**src/rtl/frame_mem_pkg.sv**
```systemverilog
// Shared constants for the frame block RAM and its requesters.
package frame_mem_pkg;

  localparam int FRAME_AW    = 16;
  localparam int FRAME_DW    = 8;
  localparam int BRAM_RD_LAT = 2;

  localparam int REQ_LOADER = 0;
  localparam int REQ_PEAK   = 1;
  localparam int REQ_ROI    = 2;

  // Index visited k steps after 'last' in a ring of n requesters.
  function automatic int rr_next(input int last, input int k, input int n);
    return (last + k) % n;
  endfunction

endpackage

```
**src/rtl/rr_arbiter.sv**
```systemverilog
// Generic N-way round-robin arbiter with a one-hot combinational grant.
// The pointer holds the most recently granted index; the search for the
// next winner starts one position after it.
module rr_arbiter
  import frame_mem_pkg::*;
#(
  parameter int N  = 3,
  parameter int IW = $clog2(N)
) (
  input  logic          clk,
  input  logic          rst,
  input  logic [N-1:0]  req,
  input  logic          advance,
  output logic [N-1:0]  gnt,
  output logic [IW-1:0] gnt_idx,
  output logic          gnt_any
);

  logic [IW-1:0] r_last;
  logic [IW-1:0] w_idx;
  logic [IW-1:0] w_cand;
  logic          w_any;

  // Scan the ring starting after r_last, first asserted request wins.
  always_comb begin
    w_idx  = '0;
    w_cand = '0;
    w_any  = 1'b0;
    for (int k = 1; k <= N; k++) begin
      w_cand = IW'(rr_next(int'(r_last), k, N));
      if (!w_any && req[w_cand]) begin
        w_any = 1'b1;
        w_idx = w_cand;
      end
    end
  end

  // One-hot grant vector built from the winning index.
  always_comb begin
    gnt = '0;
    if (w_any) gnt[w_idx] = 1'b1;
  end

  assign gnt_idx = w_idx;
  assign gnt_any = w_any;

  // Pointer update; reset leaves N-1 so index 0 has first priority.
  always_ff @(posedge clk) begin
    if (rst) begin
      r_last <= IW'(N - 1);
    end else if (advance && w_any) begin
      r_last <= w_idx;
    end
  end

endmodule

```
**src/rtl/bram_port_arbiter.sv**
```systemverilog
// Shares the single BRAM port between NREQ requesters. One command is
// accepted per cycle, registered onto the BRAM pins, and reads are tagged
// with the requester index so the returning data is steered back to it.
module bram_port_arbiter
  import frame_mem_pkg::*;
#(
  parameter int NREQ   = 3,
  parameter int AW     = FRAME_AW,
  parameter int DW     = FRAME_DW,
  parameter int RD_LAT = BRAM_RD_LAT
) (
  input  logic              clk,
  input  logic              rst,
  input  logic [NREQ-1:0]   req,
  input  logic [NREQ-1:0]   req_we,
  input  logic [NREQ*AW-1:0] req_addr,
  input  logic [NREQ*DW-1:0] req_wdata,
  output logic [NREQ-1:0]   gnt,
  output logic [NREQ-1:0]   rvalid,
  output logic [DW-1:0]     rdata,
  output logic              busy,
  output logic              bram_ena,
  output logic              bram_wea,
  output logic [AW-1:0]     bram_addra,
  output logic [DW-1:0]     bram_dina,
  input  logic [DW-1:0]     bram_douta
);

  localparam int IW = $clog2(NREQ);

  logic [NREQ-1:0] w_gnt;
  logic [IW-1:0]   w_gnt_idx;
  logic            w_gnt_any;
  logic            w_sel_we;
  logic [AW-1:0]   w_sel_addr;
  logic [DW-1:0]   w_sel_wdata;

  logic            r_ena;
  logic            r_wea;
  logic [AW-1:0]   r_addra;
  logic [DW-1:0]   r_dina;

  logic [RD_LAT-1:0]         r_tag_vld;
  logic [RD_LAT-1:0][IW-1:0] r_tag_idx;

  logic [NREQ-1:0] r_rvalid;
  logic [DW-1:0]   r_rdata;

  rr_arbiter #(
    .N  (NREQ),
    .IW (IW)
  ) u_rr (
    .clk     (clk),
    .rst     (rst),
    .req     (req),
    .advance (1'b1),
    .gnt     (w_gnt),
    .gnt_idx (w_gnt_idx),
    .gnt_any (w_gnt_any)
  );

  // Select the granted requester's command fields.
  always_comb begin
    w_sel_we    = 1'b0;
    w_sel_addr  = '0;
    w_sel_wdata = '0;
    for (int i = 0; i < NREQ; i++) begin
      if (w_gnt[i]) begin
        w_sel_we    = req_we[i];
        w_sel_addr  = req_addr[i*AW +: AW];
        w_sel_wdata = req_wdata[i*DW +: DW];
      end
    end
  end

  // Issue stage: register the granted command onto the BRAM pins.
  // Address and data hold when idle so the pins do not toggle needlessly.
  always_ff @(posedge clk) begin
    if (rst) begin
      r_ena   <= 1'b0;
      r_wea   <= 1'b0;
      r_addra <= '0;
      r_dina  <= '0;
    end else begin
      r_ena <= w_gnt_any;
      r_wea <= w_gnt_any & w_sel_we;
      if (w_gnt_any) begin
        r_addra <= w_sel_addr;
        r_dina  <= w_sel_wdata;
      end
    end
  end

  // Read-tag shift register, loaded in step with the issue stage.
  always_ff @(posedge clk) begin
    if (rst) begin
      r_tag_vld <= '0;
      r_tag_idx <= '0;
    end else begin
      for (int i = RD_LAT - 1; i > 0; i--) begin
        r_tag_vld[i] <= r_tag_vld[i-1];
        r_tag_idx[i] <= r_tag_idx[i-1];
      end
      r_tag_vld[0] <= w_gnt_any & ~w_sel_we;
      r_tag_idx[0] <= w_gnt_idx;
    end
  end

  // Return stage: capture douta and strobe the owning requester.
  // rdata only updates on a return so it stays stable between strobes.
  always_ff @(posedge clk) begin
    if (rst) begin
      r_rvalid <= '0;
      r_rdata  <= '0;
    end else begin
      r_rvalid <= '0;
      if (r_tag_vld[RD_LAT-1]) begin
        r_rvalid[r_tag_idx[RD_LAT-1]] <= 1'b1;
        r_rdata                       <= bram_douta;
      end
    end
  end

  assign gnt        = w_gnt;
  assign rvalid     = r_rvalid;
  assign rdata      = r_rdata;
  assign bram_ena   = r_ena;
  assign bram_wea   = r_wea;
  assign bram_addra = r_addra;
  assign bram_dina  = r_dina;

  // The return stage counts as in flight: busy spans gnt+1 through the
  // rvalid cycle, so a client can wait on busy falling for a full drain.
  assign busy = r_ena | (|r_tag_vld) | (|r_rvalid);

endmodule
```
**config.mk**
```make
export PLATFORM = sky130hd
export DESIGN_NAME = bram_port_arbiter
export DESIGN_NICKNAME = d
export VERILOG_FILES = /design/src/rtl/frame_mem_pkg.sv /design/src/rtl/rr_arbiter.sv /design/src/rtl/bram_port_arbiter.sv
export SDC_FILE = /design/constraint.sdc
export NUM_CORES = 1
export LEC_CHECK = 0
export ABC_AREA = 0
export CAP_MARGIN = 20
export CORE_ASPECT_RATIO = 0.75
export CORE_UTILIZATION = 30
export CTS_CLUSTER_SIZE = 14
export DETAILED_ROUTE_END_ITERATION = 10
export PLACE_DENSITY = 0.75
export SYNTH_ARGS = -nofsm -noshare
export SYNTH_HDL_FRONTEND = slang
export SYNTH_SLANG_ARGS = --single-unit
```
**constraint.sdc**
```tcl
create_clock -name clk -period 3 [get_ports clk]
set_clock_uncertainty 0.2 [all_clocks]
set_input_delay 0.3 -clock clk [delete_from_list [all_inputs] [get_ports clk]]
set_output_delay 0.3 -clock clk [all_outputs]
set_load 0.02 [all_outputs]
```
Word-level counts from Yosys, hierarchy flattened
Cells that the tools add are included.
{"block": "totals", "output_inout_bits": 41, "regBits": 45, "wordCells": 64, "input_bits": 88}
{"block": "classes", "n_mux": 26, "n_reduce_logical": 9, "n_addsub": 3, "div": 3, "bitwise_logic": 6, "n_lt_le_gt_ge": 7}
{"operator": "32-bit by 3-bit modulo with 32-bit output, second input constant", "count": 3}
{"operator": "16-bit two-way mux", "count": 3}
{"operator": "8-bit two-way mux", "count": 3}
{"operator": "2-bit by 3-bit less-than comparator with 1-bit output, second input constant", "count": 5}
{"operator": "1-bit two-way mux", "count": 11}
{"operator": "2-bit by 2-bit adder with 3-bit output, second input constant", "count": 2}
{"operator": "1-bit binary-select mux with 2-bit select", "count": 3}
{"operator": "2-bit two-way mux", "count": 3}
{"operator": "1-bit demux with 2-bit select", "count": 2}
{"operator": "2-bit by 1-bit >= comparator with 1-bit output, second input constant", "count": 2}
{"operator": "1-bit logical AND", "count": 4}
{"operator": "2-bit OR reduction", "count": 2}
{"operator": "2-bit by 1-bit adder with 3-bit output, second input constant", "count": 1}
{"operator": "3-bit two-way mux", "count": 1}
{"operator": "3-bit OR reduction", "count": 1}
{"operator": "1-bit AND", "count": 2}
{"operator": "1-bit logical NOT", "count": 2}
{"operator": "1-bit NOT", "count": 2}
{"operator": "1-bit OR", "count": 2}

Longest topological paths before layout
{"block": "depth", "word_depth": 21, "depth_mapped": 11, "ltp_nobuf": 8}

By module
From an unflattened synthesis, not the netlist that was laid out.
{"block": "unflattened", "hier_cells": 240, "hier_area_um2": 2507.4}
{"mod": "bram_port_arbiter", "seq_area_each_um2": 860.8, "area_each_um2": 2172.1, "cells_per_inst": 197, "instances": 1}
{"mod": "rr_arbiter", "seq_area_each_um2": 40.0, "area_each_um2": 335.3, "cells_per_inst": 43, "instances": 1}

Worst setup path after synthesis
No wires, ideal clock.
{"block": "synth_timing", "path_type": "register to output", "start": "register u_rr.r_last[0]", "end": "output gnt[0]", "path_slack_ns": 0.582, "path_buffers": 0, "t_arrival_ns": 1.918, "stages_incl_launch_ff": 8, "required_time_ns": 2.500, "path_cell_list": "dfxtp_1 > inv_1 > ha_1 > inv_2 > a221o_1 > a221oi_4 > or2_2 > and2_1"}
{"block": "synth_between", "elab_chain_len": 16}
{"item": "from (decl)", "line": "rr_arbiter.sv:19", "text": "logic [IW-1:0] r_last;"}
{"item": "from (signal assigned)", "line": "rr_arbiter.sv:50", "text": "r_last <= IW'(N - 1);"}
{"item": "from (signal assigned)", "line": "rr_arbiter.sv:52", "text": "r_last <= w_idx;"}
{"item": "2-bit by 1-bit adder with 3-bit output", "line": "frame_mem_pkg.sv:14", "text": "return (last + k) % n;"}
{"item": "32-bit by 3-bit modulo with 32-bit output", "line": "frame_mem_pkg.sv:14"}
{"item": "1-bit binary-select mux with 2-bit select", "line": "rr_arbiter.sv:31", "text": "if (!w_any && req[w_cand]) begin"}
{"item": "1-bit two-way mux (implied by the code)", "line": "rr_arbiter.sv:31"}
{"item": "1-bit two-way mux", "line": "rr_arbiter.sv:31"}
{"item": "1-bit logical NOT", "line": "rr_arbiter.sv:31"}
{"item": "1-bit logical AND", "line": "rr_arbiter.sv:31"}
{"item": "1-bit two-way mux", "line": "rr_arbiter.sv:31"}
{"item": "1-bit logical NOT", "line": "rr_arbiter.sv:31"}
{"item": "1-bit logical AND", "line": "rr_arbiter.sv:31"}
{"item": "2-bit two-way mux", "line": "rr_arbiter.sv:31"}
{"item": "2-bit by 3-bit less-than comparator with 1-bit output (implied by the code) or 2-bit by 1-bit >= comparator with 1-bit output (tied branches)", "line": "rr_arbiter.sv:41", "text": "if (w_any) gnt[w_idx] = 1'b1;"}
{"item": "1-bit logical AND (implied by the code)", "line": "rr_arbiter.sv:41"}
{"item": "1-bit two-way mux (implied by the code)", "line": "rr_arbiter.sv:41"}
{"item": "1-bit demux with 2-bit select"}
{"item": "3-bit two-way mux (*)", "line": "rr_arbiter.sv:41"}
{"item": "to (decl)", "line": "bram_port_arbiter.sv:18", "text": "output logic [NREQ-1:0] gnt,"}
Every way passes the cells marked *; elsewhere a longest branch is shown, timed or not. The select of a mux whose other input is x is not followed.

Worst setup path after layout
{"block": "layout_timing", "start": "register u_rr.r_last[1]", "end": "output gnt[2]"}
The elaborated chain is that of the path after synthesis.

==> flow_metrics.env <==
export IMPL_clockBufferDepth=2
export IMPL_clock_fmax_mhz=352.0
export IMPL_setup_viol=0
export IMPL_synthToLayoutAreaGrowth_pct=62.73
export IMPL_cts_root_buffer="clkbuf_8"
export IMPL_dp_hpwl_mm=5.509
export IMPL_reg2reg_to="bram_addra[1]"
export IMPL_htreeDepth=2
export IMPL_routed_via_density=4.978
export IMPL_antenna_found_initial=0
export IMPL_synth_nets=357
export IMPL_nets=487
export IMPL_ant_nets=0
export IMPL_p_comb_frac=0.637
export IMPL_switching_share=0.4392
export IMPL_cpPeakStageDelay_ps=490
export IMPL_slew_headroom=0.6095
export IMPL_fin_hold_ws_ps=246.3
export IMPL_die_w_um=106.7
export IMPL_async_reset_ff_frac=0
export IMPL_numCtsBuffers=5
export IMPL_switchingPower_uw=1545
export IMPL_min_delay_start="r_tag_idx[0]"
export IMPL_cp_required_ps=2500
export IMPL_yosysSeqAreaShare=0.3651
export IMPL_slew_viol_final=0
export IMPL_antennaDiodeCount=0
export IMPL_irDropWorstVdd_mv=0.3771
export IMPL_clock_sinks=45
export IMPL_cp_cell_sequence="inv_1 -> ha_2 -> a22oi_2 -> nand2_1 -> o41a_2 -> inv_1 -> dlygate4sd2_1"
export IMPL_dieArea_mm2=0.008595
export IMPL_cp_common_cell="inv_1"
export IMPL_cp_start_kind="flip-flop"
export IMPL_p_int_uw=1972
export IMPL_cts_tree="done"
export IMPL_finalCritPeriodShare=0.9469
export IMPL_start_util=0.3116
export IMPL_status="completed"
export IMPL_seq_power_share=0.253
export IMPL_rsz0062_at_grt="no"
export IMPL_grt_pass1_wl_mm=11.71
export IMPL_hold_path_depth=1
export IMPL_power_leakage_uw=0.001509
export IMPL_drtPass1Iterations=6
export IMPL_numPortBuffers=128
export IMPL_synth_flop_cell="dfxtp_1"
export IMPL_wl_per_cell_um=14.92
export IMPL_crit_type="reg2out"
export IMPL_hp_class="reg2reg"
export IMPL_postCtsSetupRepairBufs=0
export IMPL_n_fill_cell=737
export IMPL_yosysUniqueCellTypes=41
export IMPL_grt_max_degree=26
export IMPL_rows=28
export IMPL_worstPathArrival_ps=2340
export IMPL_drive_gt1_frac=0.1637
export IMPL_yosys_warnings=0
export IMPL_ios=129
export IMPL_period_needed_ps=2841
export IMPL_clk_pin_slew_ps=100
export IMPL_drtIter0Drc=131
export IMPL_grt_pass1_vias=2406
export IMPL_grt_overflow_total=0
export IMPL_wl_mm=7.492
export IMPL_grt_use_total=0.1742
export IMPL_end_kind="output port"
export IMPL_synth_edff_count=0
export IMPL_worstReg2RegStart="u_rr.r_last[1]"
export IMPL_worstMarginPinSlew_ps=583.2
export IMPL_post_route_drc_count=0
export IMPL_power_frac_clock=0.110
export IMPL_crit_path_max_fanout=7
export IMPL_clock_latency_ps=290
export IMPL_hold_viol=0
export IMPL_syn_inst=266
export IMPL_drv_cap=0
export IMPL_dieHeight_um=80.54
export IMPL_post_synth_instance_area_mm2=0.002467
export IMPL_power_density_mw_per_mm2=875.8
export IMPL_r2r_slack_ps=370
export IMPL_place_congestion=0.8955
export IMPL_finalSetupTns_ps=0
export IMPL_ff2ff_path_depth=8
export IMPL_ys_ff_latch=45
export IMPL_coreArea_mm2=0.007918
export IMPL_whs_endpoint="r_tag_idx[2]"
export IMPL_avgSynthCellArea_um2=9.276
export IMPL_dr_total_vias=2499
export IMPL_holdBufCountCts=0
export IMPL_cpMaxStageDelayCell="o41a_2"
==> metrics by stage <==
step	utilization	setup WS [ps]	instance area, um^2	cells	total power (uW)
after floorplan	-	582.0	2467	266	2318
after global placement	0.4875	77.66	3860	492	3017
after detailed placement	0.4910	49.79	3887	493	3110
after CTS	0.5028	3.776	3981	501	3502
after global routing	0.5071	25.59	4015	502	3766
final	0.5071	159.4	4015	502	3517
==> layer usage <==
metal	routed length (um)	vias up	GRT usage
li1	-	1248	-
met1	3470	1148	0.2257
met2	3367	101	0.2865
met3	629	2	0.05276
met4	25	0	0.03288
met5	0	-	0
==> cells by family (layout without fill, tap and decap cells) <==
family,count (synthesis),count (layout),synth area share
flip-flops,45,45,0.3651
AO/OA/AOI/OAI,93,93,0.3357
AND/OR/NAND/NOR,87,87,0.1765
buffers and inverters,29,160,0.07099
adder cells (fa/ha/maj),3,3,0.01521
multiplexers,9,9,0.03651
==> layout make-up <==
cell class	instances	area [um^2]	area share
multi-input combinational	192	1430	0.3562
timing repair buffer	145	1429	0.3559
sequential	45	902.1	0.2247
tap	105	131.4	0.03272
clock buffer	5	68.82	0.01714
inverter	7	28.78	0.007167
clock inverter	3	25.02	0.006232
==> cell usage in the layout, fill, tap and decap left out, drive strengths merged <==
cell and instances:
or2 2, a221oi 1, a21oi 5, a311oi 1, and3 2, clkinvlp 1
nor3 1, o21ai 26, a22oi 2, nor4 2, clkbuf 6, dlymetal6s2s 1
o211ai 2, o41a 1, a221o 25, clkinv 1, o22a 1, clkdlybuf4s50 125
dfxtp 45, o22ai 1, nand3 4, mux2i 9, nor2b 29, inv 8
ha 3, nand2b 2, a211o 1, a21boi 1, and2 1, nand2 8
a21bo 2, buf 17, a211oi 24, nor3b 2, nor2 34, dlygate4sd2 1
==> state kept, by name, summed over array words and instances, names as in the netlist <==
register	flops
bram_addra	16
bram_dina	8
bram_ena	1
bram_wea	1
r_tag_idx	4
r_tag_vld	2
rdata	8
rvalid	3
u_rr.r_last	2
==> worst max-delay path: cells and delay by family (launching register included) <==
kind,cells,cell delay [ps]
AOI/OAI and AO/OA,2,750
adders and majority gates,1,240
buffers and inverters,3,540
DFF,1,430
and+or+nand+nor,1,90
==> power groups by stage <==
stage / logic [uW] / clock network (uW) / registers (uW)
global placement: 2130 / 0 / 890
detailed placement: 2220 / 0 / 891
floorplan: 1290 / 0 / 1030
CTS: 2210 / 407 / 882
global route: 2420 / 442 / 907
finish: 2240 / 388 / 888
==> Yosys cell counts (3+ instances only) <==
cell type	instances	area, um^2
inv_1	4	15.01
a21oi_1	4	20.02
buf_6	6	67.56
a221o_1	25	250.2
buf_2	8	40.04
a211oi_1	4	30.03
a211oi_2	20	250.2
nand2_1	8	30.03
ha_1	3	37.54
dfxtp_1	45	900.9
mux2i_1	9	90.09
nor2_1	34	127.6
nand3_1	4	20.02
clkbuf_1	5	18.77
o21ai_0	5	25.02
o21ai_1	20	100.1
nor2b_1	29	181.4
==> repair_timing <==
item                                    CTS  global route
hold endpoints to repair                  0             0
resized for setup                         3             8
endpoints found under the setup margin    2             3
==> worst max-delay path by stage <==
stage / start / endpoint / slack, ps / depth (start not counted)
6_report: u_rr.r_last[1] / gnt[2] / 160 / 7
5_1_grt: u_rr.r_last[1] / gnt[2] / 30 / 7
4_1_cts: u_rr.r_last[1] / gnt[0] / 4 / 8
3_5_place_dp: u_rr.r_last[0] / gnt[0] / 50 / 8
3_3_place_gp: u_rr.r_last[0] / gnt[0] / 80 / 8
2_1_floorplan: u_rr.r_last[0] / gnt[0] / 580 / 7
No activity file was read; power rests on OpenSTA's default activity.
